--- src/rtl/npu_result_requant_packer.sv ---
// Requantizes 32-bit dot-product results to INT8 (bias, scale, rounding shift, ReLU, saturate),
// packs four bytes per word and buffers the words in a small valid/ready FIFO.
module npu_result_requant_packer #(
  parameter int unsigned FIFO_DEPTH = 4
) (
  input  logic        clk,
  input  logic        rst_n,
  input  logic [31:0] res_data,
  input  logic        res_valid,
  input  logic [31:0] bias,
  input  logic [15:0] scale_mult,
  input  logic [4:0]  scale_shift,
  input  logic        relu_en,
  input  logic        flush,
  input  logic        ovf_clr,
  output logic [31:0] out_data,
  output logic [2:0]  out_bytes,
  output logic        out_valid,
  input  logic        out_ready,
  output logic        overflow,
  output logic        busy
);

  localparam int unsigned PtrW = (FIFO_DEPTH > 1) ? $clog2(FIFO_DEPTH) : 1;
  localparam logic [PtrW:0] FullCnt = (PtrW + 1)'(FIFO_DEPTH);

  // S1: bias add, config captured alongside the data
  logic               s1_valid_q;
  logic signed [32:0] s1_acc_q;
  logic [15:0]        s1_mult_q;
  logic [4:0]         s1_shift_q;
  logic               s1_relu_q;

  // S2: scaled product
  logic               s2_valid_q;
  logic signed [49:0] s2_prod_q;
  logic [4:0]         s2_shift_q;
  logic               s2_relu_q;

  always_ff @(posedge clk or negedge rst_n) begin
    if (!rst_n) begin
      s1_valid_q <= 1'b0;
      s1_acc_q   <= '0;
      s1_mult_q  <= '0;
      s1_shift_q <= '0;
      s1_relu_q  <= 1'b0;
      s2_valid_q <= 1'b0;
      s2_prod_q  <= '0;
      s2_shift_q <= '0;
      s2_relu_q  <= 1'b0;
    end else begin
      s1_valid_q <= res_valid;
      if (res_valid) begin
        s1_acc_q   <= $signed({res_data[31], res_data}) + $signed({bias[31], bias});
        s1_mult_q  <= scale_mult;
        s1_shift_q <= scale_shift;
        s1_relu_q  <= relu_en;
      end
      s2_valid_q <= s1_valid_q;
      if (s1_valid_q) begin
        s2_prod_q  <= 50'(s1_acc_q) * 50'($signed({1'b0, s1_mult_q}));
        s2_shift_q <= s1_shift_q;
        s2_relu_q  <= s1_relu_q;
      end
    end
  end

  // S3: round half toward +inf, ReLU, saturate; feeds the packer directly
  logic signed [50:0] s3_rnd;
  logic signed [50:0] s3_sum;
  logic signed [50:0] s3_r;
  logic [7:0]         s3_byte;

  always_comb begin
    s3_rnd = '0;
    if (s2_shift_q != 5'd0) begin
      s3_rnd = 51'sd1 <<< (s2_shift_q - 5'd1);
    end
    s3_sum = $signed({s2_prod_q[49], s2_prod_q}) + s3_rnd;
    s3_r   = s3_sum >>> s2_shift_q;
    if (s2_relu_q && s3_r[50]) begin
      s3_byte = 8'h00;
    end else if (s3_r > 51'sd127) begin
      s3_byte = 8'h7f;
    end else if (s3_r < -51'sd128) begin
      s3_byte = 8'h80;
    end else begin
      s3_byte = s3_r[7:0];
    end
  end

  // Packer and flush control
  logic [23:0] pack_q, pack_d;
  logic [1:0]  count_q, count_d;
  logic        flush_pending_q, flush_pending_d;
  logic        flush_exec;
  logic        push;
  logic [31:0] push_data;
  logic [2:0]  push_bytes;

  // A res_valid this cycle still has to drain into the packer before the flush may run
  assign flush_exec = flush_pending_q & ~res_valid & ~s1_valid_q & ~s2_valid_q;

  always_comb begin
    pack_d          = pack_q;
    count_d         = count_q;
    push            = 1'b0;
    push_data       = '0;
    push_bytes      = '0;
    flush_pending_d = (flush_pending_q | flush) & ~flush_exec;
    if (s2_valid_q) begin
      if (count_q == 2'd3) begin
        push       = 1'b1;
        push_data  = {s3_byte, pack_q};
        push_bytes = 3'd4;
        pack_d     = '0;
        count_d    = 2'd0;
      end else begin
        case (count_q)
          2'd0:    pack_d[7:0]   = s3_byte;
          2'd1:    pack_d[15:8]  = s3_byte;
          default: pack_d[23:16] = s3_byte;
        endcase
        count_d = count_q + 2'd1;
      end
    end else if (flush_exec) begin
      push       = (count_q != 2'd0);
      push_data  = {8'h00, pack_q};
      push_bytes = {1'b0, count_q};
      pack_d     = '0;
      count_d    = 2'd0;
    end
  end

  always_ff @(posedge clk or negedge rst_n) begin
    if (!rst_n) begin
      pack_q          <= '0;
      count_q         <= '0;
      flush_pending_q <= 1'b0;
    end else begin
      pack_q          <= pack_d;
      count_q         <= count_d;
      flush_pending_q <= flush_pending_d;
    end
  end

  // Output FIFO
  logic [31:0]     mem_data  [FIFO_DEPTH];
  logic [2:0]      mem_bytes [FIFO_DEPTH];
  logic [PtrW-1:0] wr_ptr_q, rd_ptr_q;
  logic [PtrW:0]   fill_q;
  logic            overflow_q;
  logic            empty, full, pop, wr_en, drop;

  assign empty = (fill_q == '0);
  assign full  = (fill_q == FullCnt);
  assign pop   = ~empty & out_ready;
  assign wr_en = push & (~full | pop);
  assign drop  = push & full & ~pop;

  always_ff @(posedge clk) begin
    if (wr_en) begin
      mem_data[wr_ptr_q]  <= push_data;
      mem_bytes[wr_ptr_q] <= push_bytes;
    end
  end

  always_ff @(posedge clk or negedge rst_n) begin
    if (!rst_n) begin
      wr_ptr_q   <= '0;
      rd_ptr_q   <= '0;
      fill_q     <= '0;
      overflow_q <= 1'b0;
    end else begin
      if (wr_en) wr_ptr_q <= wr_ptr_q + PtrW'(1);
      if (pop)   rd_ptr_q <= rd_ptr_q + PtrW'(1);
      case ({wr_en, pop})
        2'b10:   fill_q <= fill_q + (PtrW + 1)'(1);
        2'b01:   fill_q <= fill_q - (PtrW + 1)'(1);
        default: fill_q <= fill_q;
      endcase
      if (drop) begin
        overflow_q <= 1'b1;
      end else if (ovf_clr) begin
        overflow_q <= 1'b0;
      end
    end
  end

  assign out_valid = ~empty;
  assign out_data  = empty ? 32'h0 : mem_data[rd_ptr_q];
  assign out_bytes = empty ? 3'd0 : mem_bytes[rd_ptr_q];
  assign overflow  = overflow_q;
  assign busy      = s1_valid_q | s2_valid_q | (count_q != 2'd0) | ~empty | flush_pending_q;

endmodule

--- config.mk ---
export PLATFORM = sky130hd
export DESIGN_NAME = npu_result_requant_packer
export DESIGN_NICKNAME = d
export VERILOG_FILES = /design/src/rtl/npu_result_requant_packer.sv
export SDC_FILE = /design/constraint.sdc
export NUM_CORES = 2
export LEC_CHECK = 0
export ABC_CLOCK_PERIOD_IN_PS = 10300
export BUFFER_PORTS_ARGS = -buffer_cell sky130_fd_sc_hd__clkbuf_2
export CAP_MARGIN = 5
export CORE_ASPECT_RATIO = 1.1
export CORE_MARGIN = 5
export CORE_UTILIZATION = 51
export DETAILED_ROUTE_END_ITERATION = 6
export PLACE_DENSITY = 0.68
export RECOVER_POWER = 50
export SYNTH_ARGS = -nofsm -noshare
export SYNTH_HDL_FRONTEND = slang
export SYNTH_SLANG_ARGS = --single-unit
--- constraint.sdc ---
create_clock -name clk -period 10.3 [get_ports clk]
set_clock_uncertainty 0.05 [all_clocks]
set_input_delay 1.03 -clock clk [delete_from_list [all_inputs] [get_ports clk]]
set_output_delay 1.03 -clock clk [all_outputs]
set_load 0.02 [all_outputs]
==> results.md <==
- Synth top area cells: fa_1 26%, edfxtp_1 11%, dfrtp_1 9.6%
- Crit-path max FO: 31
- GRT overflow: 0
- Worst slew pin tran: 4850 ps
- Global routing usage on met3: 0.0409
- Vias in the first global route: 31.0k
- Final Instance Count excl. Fillers: 5,107
- DRC Markers: 0
- Yosys top cell area share: 0.264
- Die H: 298 µm
- Area grow syn2layout: 6.46%
- Initial antenna violation count: 0
- Arrival @ worst endpoint: 8810 ps
- Post-synth EDFFs: 140
- Synth Net Count: 4,920
- Outcome: complete, but fails checks
- Die X: 272 µm
- Worst hold slack: 422 ps
- All-Layer GR Usage: 0.254
- Family with the most delay on the worst path: compound AO/OA/AOI/OAI gates
- ANT nets after route: 0
- Gpl congestion: 0.985
- Failing checks: capacitance limit, slew limit
- Worst path max stage delay: 1100 ps
- Post-Route Setup TNS: 0 ps
- Clock transition at path regs: 60 ps
- Final Hold Fails: 0
- Nets@finish: 4,907
- Routing usage on met1: 0.338
- FFs w/ async S/R, synth: 0.514
- Largest net degree at the start of global routing: 80
- Main combinational cell family by area after synthesis: adder cells
- DRC marker count from the first detailed-route iteration: 2,280
- Ys Warns: 0
- Slowest-stage cell, CP: dfrtp_1
- Post-synthesis sequential area ratio: 0.206
- TritonCTS clock tree: built
- Vias per cell: 5.88
- RSZ-0062 raised after global routing: no
- CTS Buffer Depth: 3
- Antenna Cells: 0
- HP Class: flop to flop
- 1st-pass router iterations: 6
- Vias: 30.0k
- I/O Buffers: 129
- Crit path kind: flop to flop
- Cells after Synth: 4,132
- Final setup violation count: 0
- Max Freq: 119 MHz
- Core ar.: 74,600 µm²
- Seq cells post-synth: 288
- Mapped Area: 38,400 µm²
- Routed WL: 103,000 µm
- Initial Util: 0.515
- Per-cell routed wire length: 20.1 µm
- Mux share of post-synthesis cell area: 0.0664
- Startpoint Class: flop
- H-tree Lvls: 2
- Top-level I/O count: 130
- # fillers: 6,759
- Post-Synth Simple-Gate Area: 0.166
- Most common library cells after synthesis: 594 x inv_1, 532 x nand2_1, 506 x fa_1, 264 x and2_1
- Worst-path cell chain: inv_2 > nand2_1 > nor2_1 > nand2_1 > inv_1 > ha_1 > a211oi_1 > o211ai_1 > a21boi_0 > o21ai_0 > a311oi_1 > nor3_1 > a2111oi_0 > o21ai_0 > a221o_1 > nor4b_1 > o2111ai_2 > nor4_4 > o21ai_1 > o211ai_1
- Placed insts: 5,045
- Die area: 81,000 µm²
- Top-count cell post-synth: inv_1
- Slew HR: -2.23
- Clock Latency Late Sink: 570 ps
- First-pass GRT wire length: 168,000 µm
- Post-synthesis compound-gate area fraction: 0.129
- Synth area leader: fa_1
- Hold Buf Count CTS: 0
- Slew Limit Fails: 329
- CP bufs+invs: 2
- Adder-cell share of the synthesized area: 0.325
- Post-CTS Resized: 0
- GR peak layer: met2
- Post-DP HPWL: 80,400 µm
- Main synth FF type: dfrtp_1
- XOR/XNOR Fraction of Synth Area: 0.0255
- Post-CTS Setup Bufs: 0
- Crit end category: flop
- CP Data Required Time: 10,710 ps
- Share of layout cells above drive strength 1: 0.104
- CTS Buf Count: 35
- Fin crit share: 0.815
- Mean Syn Cell Area: 9.30 µm²
- Minimum clock period after layout: 8390 ps
- Max cap viols: 7
- Sinks on Clock Net: 288
- GR Util met2: 0.424
- Yosys cell types: 101
- Row Count: 105
- Clk root buf: clkbuf_16
==> cell usage in the layout, fill, tap and decap left out, drive strengths merged, types with 49 or more instances in the layout <==
| master | synthesis | routed |
|---|---|---|
| inv | 595 | 596 |
| nand2 | 532 | 532 |
| fa | 506 | 506 |
| and2 | 265 | 265 |
| ha | 190 | 190 |
| clkbuf | 190 | 177 |
| nor2 | 176 | 176 |
| o21ai | 149 | 149 |
| dfrtp | 148 | 148 |
| edfxtp | 140 | 140 |
| a21oi | 129 | 129 |
| mux2 | 98 | 98 |
| xnor2 | 87 | 87 |
| nor3 | 68 | 68 |
| nand3 | 60 | 60 |
| and3 | 52 | 52 |
| a21o | 49 | 49 |
==> registers in the layout, summed over array words and instances, names as in the netlist, 2 cells and up <==
register	count
count_q	2
fill_q	3
mem_bytes	12
mem_data	128
pack_q	24
rd_ptr_q	2
s1_acc_q	33
s1_mult_q	16
s1_shift_q	5
s2_prod_q	50
s2_shift_q	5
wr_ptr_q	2
==> logic make-up (layout without fill, tap and decap cells) <==
kind of cell	Yosys count	count (layout)
other	1	1
AND/OR/NAND/NOR	1313	1313
adder cells (fa/ha/maj)	696	696
buffers and inverters	828	840
XOR/XNOR	112	112
AO/OA/AOI/OAI	710	710
flip-flops	288	288
multiplexers	184	184
==> cell type report <==
cell class	count	area, µm²	area share
Inverter	597	2240	0.0548
Tap cell	963	1200	0.0294
Multi-Input combinational cell	3016	27400	0.669
Timing Repair Buffer	181	1000	0.0245
Clock inverter	21	238	0.00581
Sequential cell	288	7910	0.193
Clock buffer	41	928	0.0227
==> worst paths after layout <==
path                                      startpoint  cells past startpoint  slack [ps]                      end
setup / recovery           s2_shift_q[3]$_DFFE_PN0P_                     20        1910   pack_q[14]$_DFFE_PN0P_
hold / removal                pack_q[15]$_DFFE_PN0P_                      2         420   pack_q[15]$_DFFE_PN0P_
setup reg to reg           s2_shift_q[3]$_DFFE_PN0P_                     20        1910   pack_q[14]$_DFFE_PN0P_
hold reg to reg               pack_q[15]$_DFFE_PN0P_                      2         420   pack_q[15]$_DFFE_PN0P_
max in group asynchronous                      rst_n                      2        3980  rd_ptr_q[0]$_DFFE_PN0P_
min in group asynchronous                      rst_n                      1        2140  s1_acc_q[7]$_DFFE_PN0P_
==> metal layers <==
layer | vias up | routed length [µm] | share of wire
li1 | 13800 | - | -
met1 | 14800 | 42900 | 0.42
met2 | 1124 | 48700 | 0.48
met3 | 258 | 6740 | 0.066
met4 | 0 | 4190 | 0.041
met5 | - | 0 | 0
==> stage by stage <==
step	util	cell area [µm²]	setup slack, ps
finish	0.548	40900	1910
global placement	0.533	39800	2230
detailed placement	0.533	39800	2140
floorplan	-	38400	3070
global route	0.548	40900	1500
CTS	0.549	41000	2120
==> worst min-delay path: stages (launching register included) <==
cell and delay (ps):
dfrtp_1 330, nand2_1 40, o21ai_0 60
Power is left out: the tool's default activity adds up to more than one toggle a clock period on the data nets, which glitch-free logic cannot reach.
